==> config.mk <==
export PLATFORM = sky130hd
export DESIGN_NAME = demux32bit_1to2_buf
export DESIGN_NICKNAME = d
export VERILOG_FILES = /design/src/rtl/demux32bit_1to2_buf_pkg.sv /design/src/rtl/demux32bit_1to2_buf_fifo.sv /design/src/rtl/demux32bit_1to2_buf.sv
export SDC_FILE = /design/constraint.sdc
export NUM_CORES = 1
export LEC_CHECK = 0
export CAP_MARGIN = 10
export CORE_MARGIN = 3
export CORE_UTILIZATION = 46
export CTS_CLUSTER_SIZE = 10
export DETAILED_ROUTE_END_ITERATION = 7
export PLACE_DENSITY = 0.83
export SLEW_MARGIN = 5
export SYNTH_ARGS = -nofsm -noshare
export SYNTH_HDL_FRONTEND = slang
export SYNTH_SLANG_ARGS = --single-unit
==> constraint.sdc <==
create_clock -name clk -period 3.5 [get_ports clk]
set_clock_uncertainty 0.1 [all_clocks]
set_input_delay 0.7 -clock clk [delete_from_list [all_inputs] [get_ports clk]]
set_output_delay 0.7 -clock clk [all_outputs]
set_load 0.05 [all_outputs]
==> src/rtl/demux32bit_1to2_buf_pkg.sv <==
// Shared datapath constants for the buffered 1-to-2 word demultiplexer.
package demux32bit_1to2_buf_pkg;
  localparam int   WORD_W = 32;
  localparam logic CH0    = 1'b0;
  localparam logic CH1    = 1'b1;
endpackage

==> src/rtl/demux32bit_1to2_buf_fifo.sv <==
// Small synchronous FIFO with occupancy count; head word reads 0 while empty.
module demux_fifo
  import demux32bit_1to2_buf_pkg::*;
#(
  parameter  int WIDTH = WORD_W,
  parameter  int DEPTH = 2,
  localparam int CW    = $clog2(DEPTH) + 1,
  localparam int PW    = $clog2(DEPTH)
) (
  input  logic             clk,
  input  logic             reset,
  input  logic             wr_en,
  input  logic [WIDTH-1:0] wr_data,
  input  logic             rd_en,
  output logic [WIDTH-1:0] rd_data,
  output logic             empty,
  output logic             full,
  output logic [CW-1:0]    count
);

  logic [WIDTH-1:0] mem_q [DEPTH];
  logic [PW-1:0]    wr_ptr_q, wr_ptr_d;
  logic [PW-1:0]    rd_ptr_q, rd_ptr_d;
  logic [CW-1:0]    count_q, count_d;
  logic             push, pop;

  assign empty = (count_q == '0);
  assign full  = (count_q == CW'(DEPTH));
  assign push  = wr_en & ~full;
  assign pop   = rd_en & ~empty;

  // Pointers wrap naturally since DEPTH is a power of two.
  always_comb begin
    wr_ptr_d = wr_ptr_q;
    rd_ptr_d = rd_ptr_q;
    count_d  = count_q + CW'(push) - CW'(pop);
    if (push) wr_ptr_d = wr_ptr_q + PW'(1);
    if (pop)  rd_ptr_d = rd_ptr_q + PW'(1);
  end

  always_ff @(posedge clk or posedge reset) begin
    if (reset) begin
      wr_ptr_q <= '0;
      rd_ptr_q <= '0;
      count_q  <= '0;
    end else begin
      wr_ptr_q <= wr_ptr_d;
      rd_ptr_q <= rd_ptr_d;
      count_q  <= count_d;
    end
  end

  always_ff @(posedge clk) begin
    if (push) mem_q[wr_ptr_q] <= wr_data;
  end

  assign rd_data = empty ? '0 : mem_q[rd_ptr_q];
  assign count   = count_q;

endmodule

==> src/rtl/demux32bit_1to2_buf.sv <==
// Buffered 1-to-2 word demultiplexer: steers each producer word into one of
// two independent FIFOs, each with its own valid/ready consumer handshake.
module demux32bit_1to2_buf
  import demux32bit_1to2_buf_pkg::*;
#(
  parameter  int WIDTH = WORD_W,
  parameter  int DEPTH = 2,
  localparam int CW    = $clog2(DEPTH) + 1
) (
  input  logic             clk,
  input  logic             reset,
  input  logic [WIDTH-1:0] i,
  input  logic             s,
  input  logic             i_valid,
  output logic             i_ready,
  output logic [WIDTH-1:0] z0,
  output logic             z0_valid,
  input  logic             z0_ready,
  output logic [WIDTH-1:0] z1,
  output logic             z1_valid,
  input  logic             z1_ready,
  output logic [CW-1:0]    z0_count,
  output logic [CW-1:0]    z1_count
);

  logic wr_en0, wr_en1, rd_en0, rd_en1;
  logic empty0, empty1, full0, full1;

  // Backpressure depends only on the selected channel's registered fill level.
  assign i_ready  = (s == CH1) ? ~full1 : ~full0;
  assign wr_en0   = i_valid & i_ready & (s == CH0);
  assign wr_en1   = i_valid & i_ready & (s == CH1);
  assign z0_valid = ~empty0;
  assign z1_valid = ~empty1;
  assign rd_en0   = z0_valid & z0_ready;
  assign rd_en1   = z1_valid & z1_ready;

  demux_fifo #(.WIDTH(WIDTH), .DEPTH(DEPTH)) u_fifo0 (
    .clk     (clk),
    .reset   (reset),
    .wr_en   (wr_en0),
    .wr_data (i),
    .rd_en   (rd_en0),
    .rd_data (z0),
    .empty   (empty0),
    .full    (full0),
    .count   (z0_count)
  );

  demux_fifo #(.WIDTH(WIDTH), .DEPTH(DEPTH)) u_fifo1 (
    .clk     (clk),
    .reset   (reset),
    .wr_en   (wr_en1),
    .wr_data (i),
    .rd_en   (rd_en1),
    .rd_data (z1),
    .empty   (empty1),
    .full    (full1),
    .count   (z1_count)
  );

endmodule

==> results of run 1 <==
registers in the layout, indices dropped and copies added (netlist names):
register,cells
u_fifo0.wr_ptr_q,1
u_fifo1.count,2
u_fifo1.mem_q,64
u_fifo0.mem_q,64
u_fifo1.wr_ptr_q,1
u_fifo0.count,2
u_fifo1.rd_ptr_q,1
u_fifo0.rd_ptr_q,1
final cells by class:
cell class              instances  area (sq um)  area share
flip-flops and latches        136          4050       0.560
repair buffers                116          1200       0.167
multi-input cells             159          1170       0.162
clock buffers                  17           425      0.0589
clock inverters                15           184      0.0254
well taps                     140           175      0.0242
inverters                       6          22.5     0.00312
diodes                          1          2.50    0.000346
cell usage after synthesis:
cell,count
sky130_fd_sc_hd__nand2b_1,1
sky130_fd_sc_hd__xor2_1,3
sky130_fd_sc_hd__nand2_1,3
sky130_fd_sc_hd__and2_4,2
sky130_fd_sc_hd__a21oi_1,1
sky130_fd_sc_hd__mux2i_1,66
sky130_fd_sc_hd__edfxtp_1,128
sky130_fd_sc_hd__nor2_1,67
sky130_fd_sc_hd__ha_1,2
sky130_fd_sc_hd__and2_1,1
sky130_fd_sc_hd__nor3_1,1
sky130_fd_sc_hd__inv_2,2
sky130_fd_sc_hd__xnor2_1,4
sky130_fd_sc_hd__dfrtp_1,8
sky130_fd_sc_hd__nor3b_2,1
sky130_fd_sc_hd__nand3b_1,2
sky130_fd_sc_hd__nor2b_4,1
sky130_fd_sc_hd__xor2_2,1
sky130_fd_sc_hd__nor2_4,3
sky130_fd_sc_hd__buf_6,6
sky130_fd_sc_hd__buf_4,2
sky130_fd_sc_hd__inv_1,4
sky130_fd_sc_hd__buf_2,6
how the worst max path moves through the flow:
stage	from	end	slack (ns)	cells past startpoint
after floorplan	u_fifo0.count[0]	u_fifo0.mem_q[0][0]	0.54	3
after global placement	s	i_ready	0.43	4
after detailed placement	s	i_ready	0.43	4
after CTS	u_fifo1.rd_ptr_q	z1[15]	0.17	4
after global routing	u_fifo1.count[0]	z1[0]	0.10	4
final	u_fifo1.rd_ptr_q	z1[0]	0.19	4
stage by stage:
step	hold slack (ns)	utilization	area (sq um)	worst slack, ns
2_1_floorplan	0.368	-	5330	0.536
3_3_place_gp	0.422	0.597	6620	0.432
3_5_place_dp	0.434	0.597	6620	0.428
4_1_cts	0.439	0.652	7230	0.174
5_1_grt	0.463	0.652	7230	0.101
6_report	0.444	0.652	7230	0.189
placed cells by master, fill, tap and decap left out, types with 4 or more instances in the layout:
cell	Yosys	layout
sky130_fd_sc_hd__clkinvlp_4	0	4
sky130_fd_sc_hd__clkdlybuf4s50_1	0	108
sky130_fd_sc_hd__inv_1	4	4
sky130_fd_sc_hd__nor2_1	67	65
sky130_fd_sc_hd__dfrtp_1	8	6
sky130_fd_sc_hd__clkbuf_16	0	17
sky130_fd_sc_hd__clkinv_1	0	4
sky130_fd_sc_hd__nor2_4	3	5
sky130_fd_sc_hd__edfxtp_1	128	128
sky130_fd_sc_hd__buf_12	0	5
sky130_fd_sc_hd__xnor2_1	4	4
sky130_fd_sc_hd__mux2i_1	66	66
sky130_fd_sc_hd__bufinv_16	0	4
per-layer routing:
layer	up-vias	track usage
met5	-	0
met4	0	0.0633
met3	17	0.0610
met2	103	0.280
met1	1475	0.228
li1	1394	-
cells by family after synthesis:
family,Yosys count,share of synthesized area
DFF,136,0.760
and+or+nand+nor,82,0.0701
muxes,66,0.124
buffers and inverters,20,0.0254
xor gates and xnor gates,8,0.0146
adders and majority gates,2,0.00470
AOI/OAI and AO/OA,1,0.000940
==> impl.org, run 1 <==
** Outcome
- The flow ran to the end, and the final reports show no timing, DRC or antenna violations.

** Hold path
- Path type of the worst min-delay path :: flip-flop to flip-flop
- The startpoint identified for the worst hold timing path is u_fifo1.wr_ptr_q.
- Counting instances, the worst hold path has a depth of 1.
- End point of the most critical hold path :: u_fifo1.wr_ptr_q

** Worst setup path
- The worst setup path is of the flip-flop to primary output kind.
- In this run the worst path has a maximum fanout of 18.
- The setup check on the worst reg-to-reg path leaves a slack of ~1.0 ns.
- STA classifies the critical path endpoint as a primary output.
- Chain of cells forming the critical path :: buf_12 > mux2i_1 > nor2_1 > clkdlybuf4s50_1
- Worst EP arrival :: around 2.5 ns
- The critical path contains buffers and inverters numbering 2 combined.
- STA classifies the critical path startpoint as a flip-flop.
- CP peak stage delay :: roughly 0.8 ns
- The endpoint identified for the worst register-to-register timing path is u_fifo1.count[1].
- The worst register-to-register path begins at u_fifo1.count[0].
- For the worst flop-to-flop path, the logic depth is 8.
- Required time reported for the critical path endpoint :: roughly 2.7 ns
- Top Family by Delay on Critical Path :: buffers and inverters
- On the critical path, the stage with the largest delay is an instance of sky130_fd_sc_hd__clkdlybuf4s50_1.

** Detailed routing
- First DRT Iteration DRCs :: 157
- Routed length on met3 :: 637 um
- In the routed layout, each cell is associated on average with a via count of just over 5.
- DRC violations left :: 0
- Wire length per cell after detailed routing :: 18.3 um
- The first detailed-routing pass ran for 4 iterations.
- Via count :: 2,989
- ANT nets after route :: 0
- The final layout contains routed wiring with a total length of about 11,000 um.
- After detailed routing, the met2 layer carries about 5500 um of wire.
- M1 wire length :: approximately 4600 um
- The highest metal layer carrying signal wires in the routed design is met4.

** Placed design
- RePlAce Congestion :: roughly 0.7
- Number of placed cells counting well taps :: 557
- Detailed placement finished with a half-perimeter wire length of ~6800 um.
- The count of buffers added on input and output ports is 108.

** Timing
- Setup violations remaining at the end of the flow were counted as 0.
- For the pin with the worst max-slew slack, the measured transition is 0.586 ns.
- The clock period could shrink to roughly 3.3 ns.
- Slew margin rel. :: 0.609
- Setup repair after global routing missed its margin :: no
- FMAX :: a little over 300 MHz
- Setup total negative slack on the finished layout was measured at 0 ns.
- The number of hold violations in the final report was 0.
- Period utilisation layout :: 0.946
- Number of max-slew violations in the final report :: 0

** Die
- Starting utilization of the core area :: 0.480
- Vertical die dimension :: around 110 um
- The core region is around 11,000 sq um.
- Number of cell rows :: 38
- The die covers approximately 13,000 sq um.
- Ports placed on the boundary :: 109
- Chip width :: 114 um

** Global route
- Global routing finished with a remaining overflow of 0.
- For this run, the total global-route usage over all layers was measured as 0.177.
- The first global-routing pass estimated around 17,000 um of wire.
- The number of global-route vias before repair came to ~3,100.
- Entering global routing, the biggest net connects 33 pins.
- Number of antenna violations at the first check in global routing :: 0

** Logic synthesis
- Register area share after synthesis :: 0.760
- Leading area contributor after synthesis :: sky130_fd_sc_hd__edfxtp_1
- Synthesized net count :: around 360
- The synthesized design contains about 140 register bits.
- Number of distinct library cells after synthesis :: 23
- Average size of a mapped cell :: about 17 sq um
- After technology mapping, the gate count stands at ~320.
- By area the synthesized netlist is led by sky130_fd_sc_hd__edfxtp_1, sky130_fd_sc_hd__mux2i_1, sky130_fd_sc_hd__nor2_1, sky130_fd_sc_hd__dfrtp_1, sky130_fd_sc_hd__buf_6.
- Post-synth design cell area :: ~5300 sq um
- The share of synthesized area in the top cell type comes to 0.722.
- Number of warnings printed during yosys synthesis :: 0

** Clocking
- The tree is rooted in a sky130_fd_sc_hd__clkbuf_16.
- Buffers from clock root to sink, at most :: 2
- Clock-pin slew was measured on the worst setup and hold paths at approximately 0.060 ns.
- The number of setup buffers added after CTS is 0.
- TritonCTS created 17 clock buffers.
- Number of sinks handled by clock tree synthesis :: 136
- # H-tree levels :: 4
- Count of hold-fix buffers inserted at cts :: 0
- Post-CTS repair changed the size of 0 cells.
- Clock tree from TritonCTS :: yes
- Clock latency on the worst-skew pair, taken at its later pin, is 0.41 ns.

** Flow run
- Across the run, the number of max-cap violations was 0.

** Cells and area
- Count of filler cells inserted in the layout :: about 800
- Layout cell share with drive strength beyond 1 :: 0.116
- For this run, the post-layout net count is 476.
- Final std cells w/o fill :: 590
- Layout-stage area growth over the synthesis result :: 35.9%
Power of run 1 is left out: the tool's default activity adds up to more than one toggle a clock period on the data nets, which glitch-free logic cannot reach.
==> inputs of run 2 (changes only) <==
--- a/config.mk
+++ b/config.mk
@@ -7,11 +7,12 @@
 export LEC_CHECK = 0
 export CAP_MARGIN = 10
 export CORE_MARGIN = 3
-export CORE_UTILIZATION = 46
+export CORE_UTILIZATION = 45
 export CTS_CLUSTER_SIZE = 10
 export DETAILED_ROUTE_END_ITERATION = 7
-export PLACE_DENSITY = 0.83
+export PLACE_DENSITY = 0.81
 export SLEW_MARGIN = 5
 export SYNTH_ARGS = -nofsm -noshare
 export SYNTH_HDL_FRONTEND = slang
+export SYNTH_HIERARCHICAL = 1
 export SYNTH_SLANG_ARGS = --single-unit
==> impl.org, run 2 <==
** Timing
- Shortest clock period the worst path allows after layout :: 3.22 ns (-0.0927 ns)
- Number of max-slew violations in the final report :: 0 (unchanged)
- The highest attainable clock frequency was 311 MHz (+2.9%).
- The number of hold violations in the final report was 0 (unchanged).
- Setup Total Neg Slack :: 0 ns (unchanged)
- Setup repair after global routing missed its margin :: no
- The max-slew headroom at the worst pin came to 0.617 (+0.00810).
- Period utilisation layout :: 0.920 (-0.0265)
- The pin slew with the least headroom to its limit is 0.573 ns (-0.0135 ns).
- The total setup violations reported at the end of the flow came to 0 (unchanged).

** Detailed routing
- Detailed-router iteration count before antenna repair :: 6 (+2)
- Wire length per cell after detailed routing :: 17.6 um (-3.8%)
- The number of vias after detailed routing is 2,947 (-1.4%).
- The average via count per standard cell came to 4.97 (-1.9%).
- Final WL :: 10,500 um (-3.3%)
- The number of DRC violations after detailed routing came to 0 (unchanged).
- First DRT Iteration DRCs :: 150 (-4.5%)
- ANT nets after route :: 0 (unchanged)

** Die
- The area of the die came to 13,400 sq um (+4.2%).
- The die boundary width is 116 um (+2.1%).
- Vertical die dimension :: 116 um (+2.1%)
- The placeable core region came to 11,600 sq um (+4.8%).
- Ports placed on the boundary :: 109 (unchanged)
- Starting utilization of the core area :: 0.468 (-0.0123)
- Number of cell rows :: 39 (+2.6%)

** Worst setup path
- CP peak stage delay :: 0.83 ns (about the same)
- The worst setup path is captured at a primary output.
- Crit start category :: flip-flop
- The data arrival time at the worst-slack endpoint is 2.42 ns (-0.09 ns).
- Chain of cells forming the critical path :: buf_12 > mux2i_1 > nor2_1 > clkdlybuf4s50_1
- Critical path class :: flip-flop to primary output
- Critical-path cell with the highest stage delay :: sky130_fd_sc_hd__clkdlybuf4s50_1
- The largest driver fanout on the critical path was 19 (+1).
- Required time reported for the critical path endpoint :: 2.70 ns (about the same)
- Buffering stage count on the worst path with inverters included :: 2 (unchanged)
- The kind of cell with the highest combined delay along the critical path is buffers and inverters.

** Clocking
- Root Buffer :: sky130_fd_sc_hd__clkbuf_16
- Clock insertion delay at the later pin of the skew report :: 0.39 ns (-0.02 ns)
- The clock net sink count is 136 (unchanged).
- Buffers from clock root to sink, at most :: 2 (unchanged)
- The post-cts gate resize count was 0 (unchanged).
- TritonCTS built the clock tree.
- # H-tree levels :: 4 (unchanged)
- Clock transition time at the flip-flop clock pins of the worst setup and hold paths :: 0.05 ns (about the same)
- The total CTS buffers came to 17 (unchanged).
- The number of buffers inserted by post-CTS setup repair came to 0 (unchanged).
- Count of hold-fix buffers inserted at cts :: 0 (unchanged)

** Cells and area
- Diode insertion count for antenna repair :: 0 (-1)
- The storage element area was 4050 sq um (unchanged).
- Most common library cell in the layout ignoring fill and taps :: sky130_fd_sc_hd__edfxtp_1
- Net count of the finished layout :: 480 (+0.84%)
- The share of post-route cells with drive strength above 1 came to 0.120 (+0.00419).
- The multi-input combinational cell area is 1170 sq um (-0.11%).
- Compared with the post-synthesis result, the final layout area differs by 32.2%.
- In the layout the commonest cells are sky130_fd_sc_hd__edfxtp_1, sky130_fd_sc_hd__clkdlybuf4s50_1, sky130_fd_sc_hd__mux2i_1, sky130_fd_sc_hd__nor2_1, sky130_fd_sc_hd__clkbuf_16.
- In the final layout, the registers with the most flip-flops are u_fifo0/mem_q (64), u_fifo1/mem_q (64).
- The count of fill cells added during filler insertion was 898 (+12%).

** Global route
- The global routing met3 resource utilization came to 0.0486 (-0.0124).
- Met1 capacity usage during global routing :: 0.211 (-0.0170)
- Maximum number of pins on one net before global-route repair :: 34 (+3.0%)
- In this run the most used layer during global routing was met2.
- The number of antenna violations at the first check in global routing is 0 (unchanged).
- The global-route wire length before repair is 16,200 um (-3.7%).
- Total congestion overflow after global routing :: 0 (unchanged)
- The global router's overall resource usage is 0.164 (-0.0124).
- The met2 track utilization from global routing is 0.265 (-0.0149).
- The number of global-route vias before repair is 3,036 (-3.2%).

** Hold path
- Path type of the worst min-delay path :: primary input to async pin

** Placed design
- Quantity of I/O buffers inserted on ports :: 108 (unchanged)
- RePlAce Congestion :: 0.776 (+9.0%)
- The HPWL reported at the end of detailed placement is 6740 um (-1.4%).

** Logic synthesis
- Post-synth design cell area :: 5430 sq um (+2.1%)
- The number of nets in the synthesized netlist is 357 (+0.56%).
- Number of storage elements in the synthesis netlist :: 136 (unchanged)
- Ranking of synthesized cells by area :: sky130_fd_sc_hd__edfxtp_1, sky130_fd_sc_hd__mux2i_1, sky130_fd_sc_hd__nor2_1, sky130_fd_sc_hd__dfrtp_1, sky130_fd_sc_hd__buf_12
- Async set-or-reset flop fraction in the synthesized netlist :: 0.0588 (unchanged)
- Cell with the most instances after synthesis :: sky130_fd_sc_hd__edfxtp_1
- The instance count of the mapped netlist is 315 (unchanged).
- The proportion of synthesized chip area in sequential cells came to 0.744 (-0.0159).
- Area share of the largest cell type after synthesis :: 0.707 (-0.0151)
- Average size of a mapped cell :: 17.3 sq um (+2.1%)
- Count of flip-flops with a built-in enable after synthesis :: 128 (unchanged)
- Number of distinct library cells after synthesis :: 19 (-17%)
- Prevailing post-synth register cell :: sky130_fd_sc_hd__edfxtp_1
- The number of warnings printed during yosys synthesis came to 6 (+6).
- Leading area contributor after synthesis :: sky130_fd_sc_hd__edfxtp_1
- Ranked by instance count, the synthesized netlist is headed by sky130_fd_sc_hd__edfxtp_1, sky130_fd_sc_hd__mux2i_1, sky130_fd_sc_hd__nor2_1.

** Flow run
- Max Cap Violations :: 0 (unchanged)

** Outcome
- Run status :: finished, final reports clean
## run 2: changes by cell type after synthesis, moves of 4 or more
cell                     previous run  this run
sky130_fd_sc_hd__nor2_1            67        58
sky130_fd_sc_hd__inv_1              4         8
sky130_fd_sc_hd__nor2_2             0         8
sky130_fd_sc_hd__buf_2              6         0
sky130_fd_sc_hd__buf_12             0         6
## run 2: layout make-up
cell class | count | area share
Tap cell | 143 | 0.0249
Timing Repair Buffer | 118 | 0.170
Multi-Input combinational cell | 157 | 0.162
Clock inverter | 11 | 0.0150
Sequential cell | 136 | 0.563
Inverter | 8 | 0.00418
Clock buffer | 20 | 0.0608
## run 2: cells by family after synthesis
kind of cell  after synthesis  synth area share
mux                        65             0.120
fa+ha+maj                   4           0.00921
simple gates               80            0.0698
flops                     136             0.744
buf+inv                    22            0.0442
xor+xnor                    8            0.0129
## run 2: through the flow
step,setup slack [ns],instances,util,area (sq um),hold WS [ns]
after floorplan,0.320,315,-,5430,0.360
after global placement,0.476,562,0.572,6640,0.427
after detailed placement,0.449,562,0.572,6640,0.432
after CTS,0.240,593,0.619,7190,0.406
after global routing,0.143,593,0.619,7190,0.421
final,0.281,593,0.619,7190,0.426
## run 2: worst paths after layout
kind                                         end  slack (ns)  cells past startpoint        startpoint
worst max-delay path                      z1[18]        0.28                      4  u_fifo1/rd_ptr_q
worst min-delay path            u_fifo0/count[0]        0.43                      2             reset
worst max register to register  u_fifo0/count[1]        1.23                      9  u_fifo0/count[1]
worst min register to register  u_fifo1/wr_ptr_q        0.44                      1  u_fifo1/wr_ptr_q
max in group asynchronous       u_fifo1/rd_ptr_q        2.70                      2             reset
min in group clk                u_fifo1/wr_ptr_q        0.44                      1  u_fifo1/wr_ptr_q
## run 2: routing by layer
| metal | part of all wire | up-vias |
|---|---|---|
| met4 | 0.0054 | 0 |
| met2 | 0.51 | 103 |
| met5 | 0 | - |
| met1 | 0.43 | 1440 |
| li1 | - | 1398 |
| met3 | 0.053 | 6 |
Power of run 2 is left out for the same reason.
==> inputs of run 3 (changes only) <==
--- a/config.mk
+++ b/config.mk
@@ -10,7 +10,7 @@
 export CORE_UTILIZATION = 45
 export CTS_CLUSTER_SIZE = 10
 export DETAILED_ROUTE_END_ITERATION = 7
-export PLACE_DENSITY = 0.81
+export PLACE_DENSITY = 0.78
 export SLEW_MARGIN = 5
 export SYNTH_ARGS = -nofsm -noshare
 export SYNTH_HDL_FRONTEND = slang
==> constraint.sdc (replaced) <==
create_clock -name clk -period 4.1 [get_ports clk]
set_clock_uncertainty 0.1 [all_clocks]
set_input_delay 0.82 -clock clk [delete_from_list [all_inputs] [get_ports clk]]
set_output_delay 0.82 -clock clk [all_outputs]
set_load 0.05 [all_outputs]
==> impl.org, run 3 (synthesis gave the netlist of run 2 again) <==
** Timing
- Setup Total Neg Slack :: 0 ns (unchanged)
- The total setup violations reported at the end of the flow came to 0 (unchanged).
- The max-slew headroom at the worst pin is 0.406 (-0.211).
- Period utilisation layout :: 0.867
- Number of endpoints with negative hold slack in the final report :: 0 (unchanged)
- Number of max-slew violations in the final report :: 0 (unchanged)
- Static timing analysis puts the maximum clock frequency at approximately 280 MHz.
- Setup repair after global routing missed its margin :: no
- The pin slew with the least headroom to its limit came to 0.891 ns (+0.318 ns).
- The worst path in the final design needs a cycle of approximately 3.6 ns, including I/O delays and setup.

** Detailed routing
- Wire length per cell after detailed routing :: 17.4 um (-1.6%)
- Final WL :: 10,300 um (-1.9%)
- Via/cell ratio :: 4.91 (-1.2%)
- Via count :: 2,902 (-1.5%)
- The number of DRC violations after detailed routing came to 0 (unchanged).
- The number of nets with antenna violations after routing was 0 (unchanged).
- The iteration-0 DRC count of the detailed router is 117 (-22%).
- The length of the first detailed-routing pass in iterations was 4 (-2).

** Global route
- The global router's overall resource usage was 0.161 (-0.00343).
- First-pass GRT wire length :: 15,800 um (-2.7%)
- Total congestion overflow after global routing :: 0 (unchanged)
- The largest net degree at the start of global routing is 36 (+5.9%).
- Number of antenna violations at the first check in global routing :: 0 (unchanged)
- The number of global-route vias before repair came to 3,031 (-0.16%).

** Worst setup path
- Worst EP arrival :: 2.63 ns (+0.21 ns)
- The worst setup path is launched from a flip-flop.
- The biggest cell delay along the critical path was 0.81 ns (-0.02 ns).
- Traced cell by cell, the critical path runs through buf_4 > mux2i_1 > nor2_1 > clkdlybuf4s50_1.
- The setup path with the least slack is of type flip-flop to primary output.
- The worst path required time was 3.18 ns (+0.48 ns).
- Setup crit end kind :: primary output
- The largest driver fanout on the critical path is 18 (-1).
- Critical-path cell with the highest stage delay :: sky130_fd_sc_hd__clkdlybuf4s50_1

** Cells and area
- Commonest non-fill, non-tap cells in the layout :: sky130_fd_sc_hd__edfxtp_1, sky130_fd_sc_hd__clkdlybuf4s50_1, sky130_fd_sc_hd__mux2i_1, sky130_fd_sc_hd__nor2_1, sky130_fd_sc_hd__clkbuf_16
- Layout cell share with drive strength beyond 1 :: 0.123 (+0.00277)
- Leading registers by flop count :: u_fifo0/mem_q (64), u_fifo1/mem_q (64)
- Count of filler cells inserted in the layout :: 879 (-2.1%)
- Final std cells w/o fill :: 591 (-0.34%)
- Layout-stage area growth over the synthesis result :: 30.9%
- The number of nets in the layout was 477 (-0.63%).
- Leaving out fill and tap cells, the most frequent cell in the layout is sky130_fd_sc_hd__edfxtp_1.
- Diode insertion count for antenna repair :: 0 (unchanged)

** Die
- The floorplan row count came to 39 (unchanged).
- Area of the die :: 13,400 sq um (unchanged)
- Chip width :: 116 um (unchanged)
- The die outline height was 116 um (unchanged).
- The number of I/O pins was 109 (unchanged).
- Starting utilization of the core area :: 0.468 (unchanged)
- The placeable core region was 11,600 sq um (unchanged).

** Hold path
- Path type of the worst min-delay path :: flip-flop to flip-flop

** Clocking
- The quantity of hold-fixing buffers added after cts came to 0 (unchanged).
- The post-cts gate resize count is 0 (unchanged).
- The worst-skew pair later-pin latency was 0.40 ns (about the same).
- Number of buffers inserted to repair setup after CTS :: 0 (unchanged)
- The tree is rooted in a sky130_fd_sc_hd__clkbuf_16.
- TritonCTS built the clock tree.
- Number of sinks handled by clock tree synthesis :: 136 (unchanged)
- Buffers from clock root to sink, at most :: 2 (unchanged)
- Number of buffers inserted during clock tree synthesis :: 17 (unchanged)
- # H-tree levels :: 4 (unchanged)
- The clock slew at the register clock pins of the worst setup and hold paths is 0.06 ns (about the same).

** Placed design
- The placer's final routability congestion estimate came to 0.745 (-4.0%).
- HPWL after DPL :: 6330 um (-6.1%)
- The number of buffers added on ports was 108 (unchanged).
- The count of placed standard cells including taps came to 559 (-0.53%).

** Flow run
- The max capacitance violation total is 0 (unchanged).

** Outcome
- Run status :: finished, final reports clean
## run 3: changes by cell type in the layout (fill, tap and decap cells not counted), moves of 2 or more
cell and change:
sky130_fd_sc_hd__clkinv_4 +3, sky130_fd_sc_hd__inv_6 +3, sky130_fd_sc_hd__buf_12 -5, sky130_fd_sc_hd__buf_4 +2, sky130_fd_sc_hd__clkinv_2 -3, sky130_fd_sc_hd__clkinvlp_4 +2, sky130_fd_sc_hd__clkinv_1 -2
## run 3: per-stage QoR
step	setup slack (ns)	hold WS (ns)	utilization	area (sq um)
final	0.547	0.447	0.612	7110
after global routing	0.401	0.478	0.612	7110
after CTS	0.489	0.449	0.612	7110
after detailed placement	0.834	0.443	0.565	6560
after global placement	0.828	0.425	0.565	6560
after floorplan	0.920	0.360	-	5430
## run 3: final cells by class
class / instances / area [sq um] / area share
Sequential cell: 136 / 4050 / 0.569
Multi-Input combinational cell: 157 / 1170 / 0.164
Timing Repair Buffer: 115 / 1130 / 0.159
Clock buffer: 19 / 433 / 0.0609
Tap cell: 143 / 179 / 0.0252
Clock inverter: 13 / 123 / 0.0172
Inverter: 8 / 30.0 / 0.00422
## run 3: worst paths after layout
check                              endpoint              from  depth (start not counted)  slack (ns)
setup / recovery                     z1[11]  u_fifo1/rd_ptr_q                          4        0.55
hold / removal             u_fifo0/wr_ptr_q  u_fifo0/wr_ptr_q                          1        0.45
setup reg to reg           u_fifo0/count[1]  u_fifo0/count[1]                          9        1.84
hold reg to reg            u_fifo0/wr_ptr_q  u_fifo0/wr_ptr_q                          1        0.45
max in group asynchronous  u_fifo0/rd_ptr_q             reset                          2        3.18
min in group asynchronous  u_fifo1/rd_ptr_q             reset                          2        0.54
## run 3: critical path: cells and delay by family, from the launching register on
family / cells / cell delay [ns]
and+or+nand+nor: 1 / 0.12
DFF: 1 / 0.73
muxes: 1 / 0.12
buffers and inverters: 2 / 1.23
## run 3: per-layer routing
| metal | global-route usage | routed length, um | share of wire |
|---|---|---|---|
| met2 | 0.263 | 5210 | 0.51 |
| met5 | 0 | 0 | 0 |
| met1 | 0.200 | 4400 | 0.43 |
| met3 | 0.0616 | 592 | 0.058 |
| met4 | 0.0503 | 59 | 0.0057 |
Power of run 3 is left out for the same reason.
